**src/rtl/sys_bus_pkg.sv**
```systemverilog
// Shared encodings and constants for the two-master system bus arbiter.
// BUS_ERR_DATA is returned on a watchdog-forced completion (BUS_TIMEOUT_EN builds).
package sys_bus_pkg;

  typedef enum logic [1:0] {
    IDLE = 2'd0,
    BUSY = 2'd1,
    TURN = 2'd2
  } state_e;

  typedef enum logic [1:0] {
    GNT_NONE = 2'b00,
    GNT_M0   = 2'b01,
    GNT_M1   = 2'b10
  } gnt_e;

  localparam logic [31:0] BUS_ERR_DATA = 32'hDEADBEEF;

  // Watchdog counter width: just wide enough for the limit, kept within 8..16 bits.
  function automatic int cnt_width(input int limit);
    int w;
    w = $clog2(limit + 1);
    if (w < 8) w = 8;
    if (w > 16) w = 16;
    return w;
  endfunction

endpackage

```
**src/rtl/sys_bus_arbiter_rr_arb2.sv**
```systemverilog
// Two-input round-robin picker: a lone request wins, a tie goes to the
// master that did not own the bus last. Purely combinational.
module rr_arb2
  import sys_bus_pkg::*;
(
  input  logic [1:0] req,
  input  gnt_e       last_grant,
  output gnt_e       grant
);

  always_comb begin
    grant = GNT_NONE;
    case (req)
      2'b01:   grant = GNT_M0;
      2'b10:   grant = GNT_M1;
      2'b11:   grant = (last_grant == GNT_M0) ? GNT_M1 : GNT_M0;
      default: grant = GNT_NONE;
    endcase
  end

endmodule

```
**src/rtl/sys_bus_arbiter.sv**
```systemverilog
// Two-master / one-slave valid-ready bus arbiter (IDLE -> BUSY -> TURN).
// Optional slave-response watchdog and sticky bus_err enabled by BUS_TIMEOUT_EN.
module sys_bus_arbiter
  import sys_bus_pkg::*;
#(
  parameter int ADDR_W         = 32,
  parameter int DATA_W         = 32,
  parameter int TIMEOUT_CYCLES = 255
) (
  input  logic                sys_clk,
  input  logic                sys_resetn,

  input  logic                m0_valid,
  input  logic                m0_instr,
  input  logic [ADDR_W-1:0]   m0_addr,
  input  logic [DATA_W-1:0]   m0_wdata,
  input  logic [DATA_W/8-1:0] m0_wstrb,
  output logic [DATA_W-1:0]   m0_rdata,
  output logic                m0_ready,

  input  logic                m1_valid,
  input  logic                m1_instr,
  input  logic [ADDR_W-1:0]   m1_addr,
  input  logic [DATA_W-1:0]   m1_wdata,
  input  logic [DATA_W/8-1:0] m1_wstrb,
  output logic [DATA_W-1:0]   m1_rdata,
  output logic                m1_ready,

  output logic                s_valid,
  output logic                s_instr,
  output logic [ADDR_W-1:0]   s_addr,
  output logic [DATA_W-1:0]   s_wdata,
  output logic [DATA_W/8-1:0] s_wstrb,
  input  logic [DATA_W-1:0]   s_rdata,
  input  logic                s_ready,

  output logic [1:0]          grant
`ifdef BUS_TIMEOUT_EN
  ,
  output logic                bus_err
`endif
);

  if (TIMEOUT_CYCLES < 1 || TIMEOUT_CYCLES > 65535) begin : g_bad_timeout
    $error("sys_bus_arbiter: TIMEOUT_CYCLES must be in 1..65535");
  end

  state_e              state_q, state_d;
  gnt_e                grant_q, grant_d;
  gnt_e                last_grant_q, last_grant_d;
  logic                s_valid_q, s_valid_d;
  gnt_e                pick;
  logic                force_done;
  logic                done;
  logic [DATA_W-1:0]   resp_data;

  rr_arb2 u_rr_arb2 (
    .req        ({m1_valid, m0_valid}),
    .last_grant (last_grant_q),
    .grant      (pick)
  );

`ifdef BUS_TIMEOUT_EN
  localparam int CNT_W = cnt_width(TIMEOUT_CYCLES);

  logic [CNT_W-1:0] cnt_q, cnt_d;
  logic             bus_err_q, bus_err_d;

  // Slave wins a same-cycle race with the watchdog: a real s_ready is never overridden.
  assign force_done = (state_q == BUSY) && !s_ready &&
                      (cnt_q == CNT_W'(TIMEOUT_CYCLES));
  assign resp_data  = force_done ? DATA_W'(BUS_ERR_DATA) : s_rdata;
  assign bus_err    = bus_err_q;

  always_comb begin
    cnt_d     = cnt_q;
    bus_err_d = bus_err_q;
    if (state_q == IDLE) begin
      cnt_d = '0;
    end else if (state_q == BUSY && !done) begin
      cnt_d = cnt_q + 1'b1;
    end
    if (force_done) begin
      bus_err_d = 1'b1;
    end
  end
`else
  assign force_done = 1'b0;
  assign resp_data  = s_rdata;
`endif

  assign done = (state_q == BUSY) && (s_ready || force_done);

  always_comb begin
    state_d      = state_q;
    grant_d      = grant_q;
    last_grant_d = last_grant_q;
    s_valid_d    = s_valid_q;
    case (state_q)
      IDLE: begin
        if (pick != GNT_NONE) begin
          grant_d   = pick;
          s_valid_d = 1'b1;
          state_d   = BUSY;
        end
      end
      BUSY: begin
        if (done) begin
          last_grant_d = grant_q;
          grant_d      = GNT_NONE;
          s_valid_d    = 1'b0;
          state_d      = TURN;
        end
      end
      TURN: begin
        state_d = IDLE;
      end
      default: begin
        state_d   = IDLE;
        grant_d   = GNT_NONE;
        s_valid_d = 1'b0;
      end
    endcase
  end

  // last_grant resets to m1 so that m0 takes the first tie after reset.
  always_ff @(posedge sys_clk) begin
    if (!sys_resetn) begin
      state_q      <= IDLE;
      grant_q      <= GNT_NONE;
      last_grant_q <= GNT_M1;
      s_valid_q    <= 1'b0;
`ifdef BUS_TIMEOUT_EN
      cnt_q        <= '0;
      bus_err_q    <= 1'b0;
`endif
    end else begin
      state_q      <= state_d;
      grant_q      <= grant_d;
      last_grant_q <= last_grant_d;
      s_valid_q    <= s_valid_d;
`ifdef BUS_TIMEOUT_EN
      cnt_q        <= cnt_d;
      bus_err_q    <= bus_err_d;
`endif
    end
  end

  always_comb begin
    s_instr = 1'b0;
    s_addr  = '0;
    s_wdata = '0;
    s_wstrb = '0;
    case (grant_q)
      GNT_M0: begin
        s_instr = m0_instr;
        s_addr  = m0_addr;
        s_wdata = m0_wdata;
        s_wstrb = m0_wstrb;
      end
      GNT_M1: begin
        s_instr = m1_instr;
        s_addr  = m1_addr;
        s_wdata = m1_wdata;
        s_wstrb = m1_wstrb;
      end
      default: ;
    endcase
  end

  assign s_valid  = s_valid_q;
  assign grant    = grant_q;

  assign m0_ready = done && (grant_q == GNT_M0);
  assign m1_ready = done && (grant_q == GNT_M1);
  assign m0_rdata = (grant_q == GNT_M0) ? resp_data : '0;
  assign m1_rdata = (grant_q == GNT_M1) ? resp_data : '0;

endmodule

```
**config.mk**
```make
export PLATFORM = sky130hd
export DESIGN_NAME = sys_bus_arbiter
export DESIGN_NICKNAME = d
export VERILOG_FILES = /design/src/rtl/sys_bus_pkg.sv /design/src/rtl/sys_bus_arbiter_rr_arb2.sv /design/src/rtl/sys_bus_arbiter.sv
export SDC_FILE = /design/constraint.sdc
export NUM_CORES = 1
export LEC_CHECK = 0
export BUFFER_PORTS_ARGS = -buffer_cell sky130_fd_sc_hd__buf_2
export CAP_MARGIN = 20
export CORE_AREA = 2 2 123 125
export CTS_BUF_LIST = sky130_fd_sc_hd__clkbuf_8
export DETAILED_ROUTE_END_ITERATION = 8
export DIE_AREA = 0 0 125 127
export GPL_ROUTABILITY_DRIVEN = 0
export GPL_TIMING_DRIVEN = 0
export SLEW_MARGIN = 20
export SYNTH_ARGS = -nofsm -noshare
export SYNTH_HDL_FRONTEND = slang
export SYNTH_SLANG_ARGS = --single-unit
```
**constraint.sdc**
```tcl
create_clock -name sys_clk -period 1.3 [get_ports sys_clk]
set_input_delay 0.13 -clock sys_clk [delete_from_list [all_inputs] [get_ports sys_clk]]
set_output_delay 0.13 -clock sys_clk [all_outputs]
set_load 0.005 [all_outputs]
```
==> results.txt <==
Antenna viol nets, final: 0
Full die area: 0.0159 sq mm
Post-DP HPWL: 9.10 mm
CP max stage cell: dfxtp_4
Final worst setup slack: -0.393 ns
Worst Setup Start Kind: flip-flop
Hold Buf Count CTS: 0
Area grow syn2layout: 173%
Avg Inst Size Synth: 6.22 sq um
Peak supply drop: 0.435 mV
Vias in the first global route: 2971
Share of the synthesized area in the top cell type: 30.8%
Core area: 0.0144 sq mm
Post-synth cell types: 22
Top cells by area, synth: a22oi_1 31%, and2_1 24%, nor2_1 16%, dfxtp_1 8.3%, buf_2 5.1%
First-pass GRT wire length: 16.9 mm
Sw Share: 40.4%
DIE WIDTH: 125 microns
Layout cell share with drive strength beyond 1: 77.9%
Worst Hold Class: input pin to flip-flop
Final Hold Slack: 0.104 ns
WS Path Type: flip-flop to output pin
Most frequent cells in the layout: 311 x buf_2, 67 x a22oi_2, 58 x and2_1, 49 x nor2_1, 19 x nor2_2
DR vias: 3284
CTS root buf: clkbuf_8
# placed instances: 766
CTS tree: done
N_diodes: 0
Initial drt markers: 93
Worst slew pin tran: 0.311 ns
DRC viols: 0
CTS clock-pin slew for the worst setup and hold paths: 0.04 ns
H-tree levels: 1
Worst Setup End Kind: output pin
Hold Startpoint: sys_resetn
Initial antenna violation count: 0
Violations in the final reports: setup timing
Worst r2r src: state_q[0]$_SDFFE_PN0P_
DRT Wirelength: 12.5 mm
Crit path top cell by count: buf_12
CP max stage delay: 0.35 ns
Max clock buf depth: 2
Net Sw Power: 0.000918 W
Final Critical Period: 1.69 ns
Final hold violations: 0
Skew final: 0.00130 ns
Syn Inst Count: 270
Seq pwr share: 11.0%
Area leader, netlist: a22oi_1
Max Fclk: 0.591 GHz
CP arrival: 1.56 ns
Synthesis Warnings: 0
Outcome: finished with violations
Wire length per cell: 15.8 microns
Setup violators final: 135
Post-Layout Cell Count: 791
Nets: 786
Max-slew violations: 0
# fillers: 1557
Mapped cell area: 0.00168 sq mm
Num ports: 313
Final period utilization: 130%
Register bit total from synthesis: 7
TritonRoute pass-1 iters: 4
Global Route Usage Sum: 13.2%
Crit path required time: 1.17 ns
CTS sink cnt: 7
Int Pwr: 0.00135 W
CTS buffer count: 3
Syn_nets: 448
FP Rows: 44
Power Dens Cells: 495 mW/mm^2
Register Area: 148 sq um
Slew headroom: 78.7%
Initial Util: 11.6%
PortBufs: 312
Leak pwr: 2.38 nW
Die height: 127 microns
Worst-skew pair later-pin latency: 0.23 ns
Multi-input logic area: 0.00183 sq mm
Clock network power share: 13.3%
Via density: 4.15
Worst Setup SP: grant[0]$_SDFFE_PN0P_
Largest net degree at the start of global routing: 11
Gr ovfl total: 0
Critical-path maximum fanout: 8
Seq/Total Area, Yosys: 8.35%
RSZ-0062 raised after global routing: true
Worst path cell trace: buf_6 -> ha_4 -> buf_12 -> buf_12 -> a22oi_2 -> nor2_1 -> buf_2
Commonest non-fill, non-tap cell in the layout: buf_2
Power share of the combinational group: 75.8%
Max-cap violations: 0
power by group through the flow:
stage	sequential (W)	clock [W]	combinational (W)
4_1_cts	0.000248	0.000311	0.00154
2_1_floorplan	0.000251	0	0.000546
6_report	0.000249	0.000302	0.00172
3_5_place_dp	0.000254	0	0.00115
5_1_grt	0.000252	0.000322	0.00186
3_3_place_gp	0.000255	0	0.00115
synthesized netlist by cell type, drive strengths merged:
| cell type | n |
|---|---|
| and2 | 67 |
| nor3 | 2 |
| inv | 5 |
| o311a | 1 |
| a21oi | 1 |
| mux2i | 2 |
| nand2 | 1 |
| dfxtp | 7 |
| a2111oi | 1 |
| and3b | 1 |
| buf | 20 |
| nand3b | 1 |
| clkbuf | 11 |
| a22oi | 69 |
| o21ai | 3 |
| ha | 3 |
| or3 | 1 |
| a32o | 2 |
| nor2 | 72 |
worst max-delay path, delay by kind of cell (launching register included):
family          cells  cell delay [ns]
compound gates      1             0.16
simple gates        1             0.08
flops               1             0.35
fa+ha+maj           1             0.18
buf+inv             4             0.56
routing by layer:
| layer | GRT usage, % | part of all wire [%] | up-vias | wire length [microns] |
|---|---|---|---|---|
| li1 | - | - | 1619 | - |
| met1 | 18.6 | 44 | 1510 | 5480 |
| met2 | 22.4 | 50 | 147 | 6220 |
| met3 | 1.59 | 5.7 | 8 | 706 |
| met4 | 1.50 | 0.70 | 0 | 87 |
| met5 | 0 | 0 | - | 0 |
per-stage QoR:
step	worst slack [ns]	power [W]	TNS [ns]	utilization (%)	instance area [sq um]
final	-0.393	0.00227	-32.88	31.8	4590
after global routing	-0.445	0.00243	-39.93	31.8	4590
after CTS	-0.382	0.00210	-35.74	29.4	4250
after detailed placement	-0.526	0.00140	-32.03	24.9	3590
after global placement	-0.517	0.00140	-32.61	24.9	3590
after floorplan	-0.00342	0.000797	-0.00342	-	1800
state kept, by name, summed over array words and instances, names as in the netlist:
register / cells
s_valid: 1
last_grant_q: 2
grant: 2
state_q: 2
worst paths after layout:
path	to	slack [ns]	cells past startpoint
worst min-delay path	last_grant_q[1]$_SDFFE_PN1P_	0.10	2
worst max register to register	last_grant_q[1]$_SDFFE_PN1P_	0.21	4
worst max-delay path	s_wdata[7]	-0.39	7
worst min register to register	s_valid$_SDFFE_PN0P_	0.49	2
kinds of logic after synthesis:
group	Yosys count	share of synthesized area, %
mux	2	1.19
fa+ha+maj	3	2.24
buf+inv	36	10.4
compound gates	77	34.4
flops	7	8.35
simple gates	145	43.4
what timing repair did:
item                       4_1_cts  5_1_grt
setup endpoints to repair      135      133
gates cloned                     6        4
gates resized for setup        115       68
buffers inserted                10        3
pin swaps                       16       43
cell type report:
cell class / count / share of cell area (%)
Buffer: 29 / 8.81
Clock buffer: 3 / 0.900
Clock inverter: 1 / 0.0818
Inverter: 5 / 0.463
Multi-Input combinational cell: 227 / 39.9
Sequential cell: 7 / 3.22
Tap cell: 184 / 5.02
Timing Repair Buffer: 335 / 41.6
Power figures use the tool's default switching activity.
